File: src/rtl/periph_tx_handshake.sv
// periph_tx_handshake: DEPTH-entry FIFO feeding a 4-phase (return-to-zero)
// send/ack transmitter. ack is asynchronous and is brought in through a
// 2-flop synchronizer. Optional build macro TX_ACK_TIMEOUT_EN adds a per-phase
// timeout that sets the sticky err flag; without it err is tied low.
//
// state    | meaning
// ---------+------------------------------------------------------------
// IDLE     | no word offered; waits for data and ack_s low
// SEND     | send=1, dado holds the head word; waits for ack_s high
// WAIT_LOW | send=0; waits for ack_s to return low before the next word
module periph_tx_handshake #(
    parameter int DEPTH          = 4,
    parameter int TIMEOUT_CYCLES = 64
) (
    input  logic                   clk1,
    input  logic                   rst1,
    input  logic                   wr_en,
    input  logic [1:0]             wr_data,
    input  logic                   ack,
    output logic                   send,
    output logic [1:0]             dado,
    output logic                   full,
    output logic                   empty,
    output logic [$clog2(DEPTH):0] count,
    output logic                   err
);
    localparam int PW = $clog2(DEPTH);
    localparam int CW = PW + 1;

    if (DEPTH < 2 || DEPTH > 16 || (DEPTH & (DEPTH - 1)) != 0 || TIMEOUT_CYCLES < 1) begin : g_bad_param
        $error("periph_tx_handshake: illegal DEPTH or TIMEOUT_CYCLES");
    end

    typedef enum logic [1:0] {
        ST_IDLE     = 2'd0,
        ST_SEND     = 2'd1,
        ST_WAIT_LOW = 2'd2
    } state_t;

    state_t          r_state;
    state_t          w_state_nxt;
    logic            r_ack_m;
    logic            r_ack_s;
    logic [1:0]      r_mem [DEPTH];
    logic [PW-1:0]   r_wptr;
    logic [PW-1:0]   r_rptr;
    logic [CW-1:0]   r_count;
    logic            r_send;
    logic [1:0]      r_dado;
    logic            w_push;
    logic            w_pop;
    logic            w_launch;
    logic            w_tmo;

    assign full   = (r_count == CW'(DEPTH));
    assign empty  = (r_count == '0);
    assign count  = r_count;
    assign send   = r_send;
    assign dado   = r_dado;
    // A push is refused while full, even if the head pops on the same edge.
    assign w_push = wr_en && !full;

    // Two-flop synchronizer for the asynchronous ack.
    always_ff @(posedge clk1) begin
        if (!rst1) begin
            r_ack_m <= 1'b0;
            r_ack_s <= 1'b0;
        end else begin
            r_ack_m <= ack;
            r_ack_s <= r_ack_m;
        end
    end

    // FIFO storage; contents need no reset because the pointers/count define validity.
    always_ff @(posedge clk1) begin
        if (w_push) begin
            r_mem[r_wptr] <= wr_data;
        end
    end

    // FIFO pointers and occupancy; pointers wrap naturally at power-of-two DEPTH.
    always_ff @(posedge clk1) begin
        if (!rst1) begin
            r_wptr  <= '0;
            r_rptr  <= '0;
            r_count <= '0;
        end else begin
            if (w_push) r_wptr <= r_wptr + 1'b1;
            if (w_pop)  r_rptr <= r_rptr + 1'b1;
            case ({w_push, w_pop})
                2'b10:   r_count <= r_count + 1'b1;
                2'b01:   r_count <= r_count - 1'b1;
                default: r_count <= r_count;
            endcase
        end
    end

`ifdef TX_ACK_TIMEOUT_EN
    localparam int TW = $clog2(TIMEOUT_CYCLES + 1);
    logic [TW-1:0] r_tmo;
    logic          r_err;
    logic          w_err_set;

    // Per-phase down-counter, reloaded on every state change; terminal count is zero.
    always_ff @(posedge clk1) begin
        if (!rst1) begin
            r_tmo <= TW'(TIMEOUT_CYCLES - 1);
        end else if (w_state_nxt != r_state) begin
            r_tmo <= TW'(TIMEOUT_CYCLES - 1);
        end else if (r_state != ST_IDLE && r_tmo != '0) begin
            r_tmo <= r_tmo - 1'b1;
        end
    end

    assign w_tmo     = (r_state != ST_IDLE) && (r_tmo == '0);
    // Only a timeout that actually forces the exit counts as an error.
    assign w_err_set = w_tmo && ((r_state == ST_SEND && !r_ack_s) ||
                                 (r_state == ST_WAIT_LOW && r_ack_s));

    // Sticky error flag, cleared only by reset.
    always_ff @(posedge clk1) begin
        if (!rst1) begin
            r_err <= 1'b0;
        end else if (w_err_set) begin
            r_err <= 1'b1;
        end
    end

    assign err = r_err;
`else
    assign w_tmo = 1'b0;
    assign err   = 1'b0;
`endif

    // Next-state decode; an ack level other than the awaited one is ignored.
    always_comb begin
        w_state_nxt = r_state;
        w_pop       = 1'b0;
        w_launch    = 1'b0;
        case (r_state)
            ST_IDLE: begin
                if (!empty && !r_ack_s) begin
                    w_state_nxt = ST_SEND;
                    w_launch    = 1'b1;
                end
            end
            ST_SEND: begin
                if (r_ack_s) begin
                    w_state_nxt = ST_WAIT_LOW;
                    w_pop       = 1'b1;
                end else if (w_tmo) begin
                    w_state_nxt = ST_WAIT_LOW;
                end
            end
            ST_WAIT_LOW: begin
                if (!r_ack_s || w_tmo) begin
                    w_state_nxt = ST_IDLE;
                end
            end
            default: w_state_nxt = ST_IDLE;
        endcase
    end

    // State register plus registered send/dado; dado only changes on a launch.
    always_ff @(posedge clk1) begin
        if (!rst1) begin
            r_state <= ST_IDLE;
            r_send  <= 1'b0;
            r_dado  <= 2'b00;
        end else begin
            r_state <= w_state_nxt;
            r_send  <= (w_state_nxt == ST_SEND);
            if (w_launch) begin
                r_dado <= r_mem[r_rptr];
            end
        end
    end
endmodule

File: config.mk
export PLATFORM = sky130hd
export DESIGN_NAME = periph_tx_handshake
export DESIGN_NICKNAME = d
export VERILOG_FILES = /design/src/rtl/periph_tx_handshake.sv
export SDC_FILE = /design/constraint.sdc
export NUM_CORES = 1
export LEC_CHECK = 0
export ABC_AREA = 1
export BUFFER_PORTS_ARGS = -buffer_cell sky130_fd_sc_hd__buf_2
export CAP_MARGIN = 25
export CORE_ASPECT_RATIO = 1.2
export CORE_MARGIN = 2
export CORE_UTILIZATION = 45
export CTS_CLUSTER_SIZE = 8
export DETAILED_ROUTE_END_ITERATION = 10
export PLACE_DENSITY = 0.7
export SLEW_MARGIN = 40
export SYNTH_ARGS = -nofsm -noshare
export SYNTH_HDL_FRONTEND = slang
export SYNTH_SLANG_ARGS = --single-unit
File: constraint.sdc
create_clock -name clk1 -period 2.1 [get_ports clk1]
set_input_delay 0.63 -clock clk1 [delete_from_list [all_inputs] [get_ports clk1]]
set_output_delay 0.63 -clock clk1 [all_outputs]
set_load 0.02 [all_outputs]
# Word level (Yosys, flattened, before mapping)
# Memory sizes are Yosys's and may differ from the RTL's. A register that Yosys moved wholly into a read port is not among the register bits.
# Index checks and enable logic that the tools add are counted.
word_totals:
  ram_bits: 8
  output_inout_bits: 9
  regBits: 12
  memories: 1
  in_bits: 6
memory_table:
  columns: ["memory", "depth", "width", "read_ports", "rd_clocked_by_memory_dff", "wr", "line_no", "source"]
  rows:
  - ["r_mem", 4, 2, 1, 1, 1, "44", "logic [1:0] r_mem [DEPTH];"]
op_classes:
  addsub: 4
  eq_ne: 6
  reduce_logical: 9
  muxes: 11
op_table:
  columns: ["op", "count"]
  rows:
  - ["2-bit by 1-bit equality test with 1-bit output (second input constant)", 3]
  - ["1-bit two-way mux", 6]
  - ["2-bit two-way mux", 3]
  - ["2-bit one-hot mux with 3 select lines", 1]
  - ["3-bit one-hot mux with 2 select lines", 1]
  - ["2-bit by 1-bit adder with 2-bit output (second input constant)", 2]
  - ["2-bit equality test (second input constant)", 2]
  - ["1-bit logical NOT", 4]
  - ["3-bit by 1-bit adder with 3-bit output (second input constant)", 1]
  - ["3-bit equality test (second input constant)", 1]
  - ["3-bit logical NOT", 1]
  - ["3-bit by 1-bit subtractor with 3-bit output (second input constant)", 1]
  - ["1-bit logical AND", 2]
  - ["2-bit logical NOT", 1]
  - ["2-bit nonzero test", 1]

# Logic depth before layout (Yosys ltp)
logic_depth:
  depth_word: 6
  ltp_mapped: 12

# Worst setup path before layout
# OpenSTA, ideal clock, no wires.
synth_path:
  kind: "reg-to-reg"
  from: "reg r_count[0], in the netlist count[0]"
  to: "reg r_count[2], in the netlist count[2]"
  stages_incl_launch_ff: 13
  t_required_ns: 1.987
  path_slack_ns: 0.388
  setup_time_ns: 0.113
  t_arrival_ns: 1.599
  path_buffers: 0
  cell_sequence: "dfxtp_1 -> nor2_2 -> nand2_2 -> nand2_4 -> ha_1 -> inv_1 -> fa_1 -> inv_1 -> nand2_1 -> nand3_1 -> nand2_1 -> nand2_1 -> nor2_1"
synth_between:
  elab_chain_cells: 5
  word_cells_on_any_way: 9
synth_lines:
  columns: ["element", "line_no", "source"]
  rows:
  - ["start: declaration", "47", "logic [CW-1:0] r_count;"]
  - ["start signal: assignment", "91", "2'b10: r_count <= r_count + 1'b1;"]
  - ["start signal: assignment", "92", "2'b01: r_count <= r_count - 1'b1;"]
  - ["start signal: assignment", "93", "default: r_count <= r_count;"]
  - ["3-bit equality test", "55", "assign full = (r_count == CW'(DEPTH));"]
  - ["1-bit logical NOT", "61", "assign w_push = wr_en && !full;"]
  - ["1-bit logical AND", "61", null]
  - ["2-bit by 1-bit equality test with 1-bit output or 2-bit equality test (tied branches)", "90", "case ({w_push, w_pop})"]
  - ["3-bit one-hot mux with 2 select lines or 2-bit nonzero test (tied branches)", null, null]
# Parallel ways exist; a longest one is shown, timed or not.
# A chain may end at the register's enable or synchronous reset.

# Worst setup path in the final report
layout_path:
  from: "reg r_count[0], in the netlist count[0]"
  to: "out full"
layout_between:
  elab_chain_cells: 1
layout_lines:
  columns: ["element", "line_no", "source"]
  rows:
  - ["3-bit equality test", "55", null]
  - ["end: declaration", "22", "output logic full,"]
# No other way between the ends.

==> impl_metrics.csv <==
group,metric,value,unit
status,status,"complete, no violations",
power,p_switching,0.000234,W
floorplan,rows,19,
clock_network,root_buffer,"clkbuf_4",
sta,finalHoldViolations,0,
finish,area_delta_synth_final,11.8,%
detailed_routing,vias_per_cell,4.47,
power,pwr_density_cell,748,mW/mm²
setup_path,crit_slowest_cell,"dfxtp_1",
placed_design,place_hpwl,1.25,mm
finish,drive_gt1_share,15.5,%
grt,grt_pass1_wl,2.55,mm
setup_path,max_stage_delay,0.38,ns
synth,synthDistinctLibCells,19,
power,p_int,0.000629,W
detailed_routing,wl_per_cell,8.76,µm
clock_network,clkTransAtPathRegs,0.11,ns
floorplan,dieArea,0.00269,mm²
synth,synth_edf_count,8,
flow_run,maxCapViolCount,0,
floorplan,die_w,47.7,µm
placed_design,place_ws,0.164,ns
power,ir_drop,0.509,mV
power,p_comb_share,17.1,%
synth,synth_area_leaders,"dfxtp_1 27%, edfxtp_1 23%, inv_1 11%",
finish,diodes,0,
sta,worst_slack,0.311,ns
sta,whs,0.424,ns
finish,final_nets,155,
floorplan,initial_core_util,46.2,%
placed_design,routabilityCongestion,0.799,
sta,timing.final.crit_share,85.2,%
sta,setup_viol,0,
synth,synth_ff_type,"dfxtp_1",
detailed_routing,drt_pass1_iterations,4,
synth,async_flop_share,0,%
hold_path,min_path_type,"reg2reg",
sta,finalClockSkew,0.00933,ns
grt,track_usage,13.5,%
setup_path,critPathMaxFanout,5,
setup_path,crit_arrival,1.16,ns
power,power.share.clock,26.1,%
clock_network,ctsHoldBuffers,0,
setup_path,critPathBufInv,2,
detailed_routing,drc,0,
setup_path,critPathLaunchType,"flop",
finish,num-fill-cells,231,
power,swShare,27.1,%
synth,synth_common_cells,"31 x inv_1, 26 x nand2_1, 14 x dfxtp_1",
detailed_routing,vias,773,
clock_network,numClockSinks,22,
detailed_routing,routed_wl,1.52,mm
power,leakagePower,0.584,nW
floorplan,core_area,0.00223,mm²
clock_network,post_cts_buffers,0,
sta,clock.fmax,559,MHz
synth,syn_avg_cell_area,8.13,µm²
sta,tns,0,ns
setup_path,criticalPathCategory,"reg2out",
synth,ys_warn_count,0,
clock_network,cts_inserted_buffers,3,
setup_path,crit_chain,"nor2_2 -> nand2_2 -> inv_1 -> buf_2",
clock_network,cts_tree,"yes",
grt,grt-ovfl-total,0,
synth,netlist.top_cell.by_area,"dfxtp_1",
clock_network,cts_resized,0,
setup_path,cp_top_family,"flip-flops",
grt,grt_max_degree,13,
placed_design,port_buffers,13,
synth,syn_area,0.00103,mm²
clock_network,cts_buffer_depth,2,
power,seq_power_share,56.8,%
sta,min_period,1.79,ns
synth,syn_inst,127,
setup_path,cp-end-kind,"output port",
sta,slew_violations,0,
synth,synth.yosys.seq_area_share,50.4,%
grt,grt_pass1_vias,687,
detailed_routing,ant_nets,0,
grt,antenna_found_initial,0,
floorplan,die_h,56.5,µm
synth,yosysMostFrequentCell,"inv_1",
synth,yosys.area.top_type_share,27.2,%
detailed_routing,drtIter0Drc,9,
sta,rsz0062_at_grt,"no",
clock_network,clk_latency,0.31,ns
synth,ys_ff_latch,22,
synth,synthesis.nets,139,
setup_path,crit_required,1.47,ns
clock_network,htreeDepth,1,
floorplan,ios,15,
-- per-stage QoR --
stage	utilization (%)	instance area [µm²]	std cells	total power (W)
floorplan	-	1030	127	0.000608
global placement	50.0	1120	169	0.000645
detailed placement	50.0	1120	169	0.000650
CTS	51.6	1150	173	0.000871
global route	51.6	1150	173	0.000908
finish	51.6	1150	173	0.000863
-- metal layers --
layer / part of all wire, % / wire length, µm / track usage (%) / up-vias
li1: - / - / - / 410
met1: 40 / 610 / 14.6 / 348
met2: 54 / 817 / 22.5 / 10
met3: 2.4 / 36 / 1.93 / 5
met4: 3.3 / 50 / 9.27 / 0
met5: 0 / 0 / 0 / -
-- worst paths after layout --
check | startpoint | end | slack, ns | depth (start not counted)
min | r_ack_m$_SDFF_PN0_ | r_ack_s$_SDFF_PN0_ | 0.42 | 2
max | count[0]$_SDFFE_PN0P_ | full | 0.31 | 4
max reg2reg | count[0]$_SDFFE_PN0P_ | count[2]$_SDFFE_PN0P_ | 0.31 | 12
min reg2reg | r_ack_m$_SDFF_PN0_ | r_ack_s$_SDFF_PN0_ | 0.42 | 2
-- cells by family (layout without fill, tap and decap cells) --
group                      Yosys count  after routing  share of synthesized area, %
AOI/OAI and AO/OA                   11             11                          5.33
DFF                                 22             22                          50.4
buffers and inverters               34             49                          13.5
and+or+nand+nor                     53             53                          22.4
other                                1              1                         0.363
adders and majority gates            6              6                          8.00
-- worst min-delay path: cells and delay by family, from the launching register on --
family | cells | cell delay, ns
flip-flops | 1 | 0.32
buffers and inverters | 1 | 0.03
AND/OR/NAND/NOR | 1 | 0.05
-- area by class of cell --
class | instances | area, µm² | area share (%)
Clock buffer | 4 | 36.3 | 3.15
Inverter | 32 | 120 | 10.4
Multi-Input combinational cell | 71 | 373 | 32.3
Sequential cell | 22 | 520 | 45.1
Tap cell | 31 | 38.8 | 3.36
Timing Repair Buffer | 13 | 65.1 | 5.64
-- state kept, by name, indices dropped and copies added (netlist names) --
register,flops
dado,2
send,1
r_ack_s,1
r_rptr,2
r_state,2
count,3
r_mem,8
r_wptr,2
r_ack_m,1
-- cells in the final DEF (no fill, tap or decap), types with 4 or more instances in the layout --
cell type	synthesis	layout
inv_1	31	31
nand2_1	26	26
dfxtp_1	14	14
buf_2	0	13
nor2_1	12	12
nand3_1	10	10
edfxtp_1	8	8
a21oi_1	7	7
ha_1	5	5
o21ai_0	4	4
-- power by group through the flow --
stage | Clock [W] | Combinational (W) | Sequential (W)
CTS | 0.000230 | 0.000150 | 0.000491
finish | 0.000225 | 0.000148 | 0.000490
floorplan | 0 | 0.0000914 | 0.000517
global placement | 0 | 0.000146 | 0.000499
detailed placement | 0 | 0.000150 | 0.000500
global route | 0.000244 | 0.000169 | 0.000496
No activity file was read; power rests on OpenSTA's default activity.
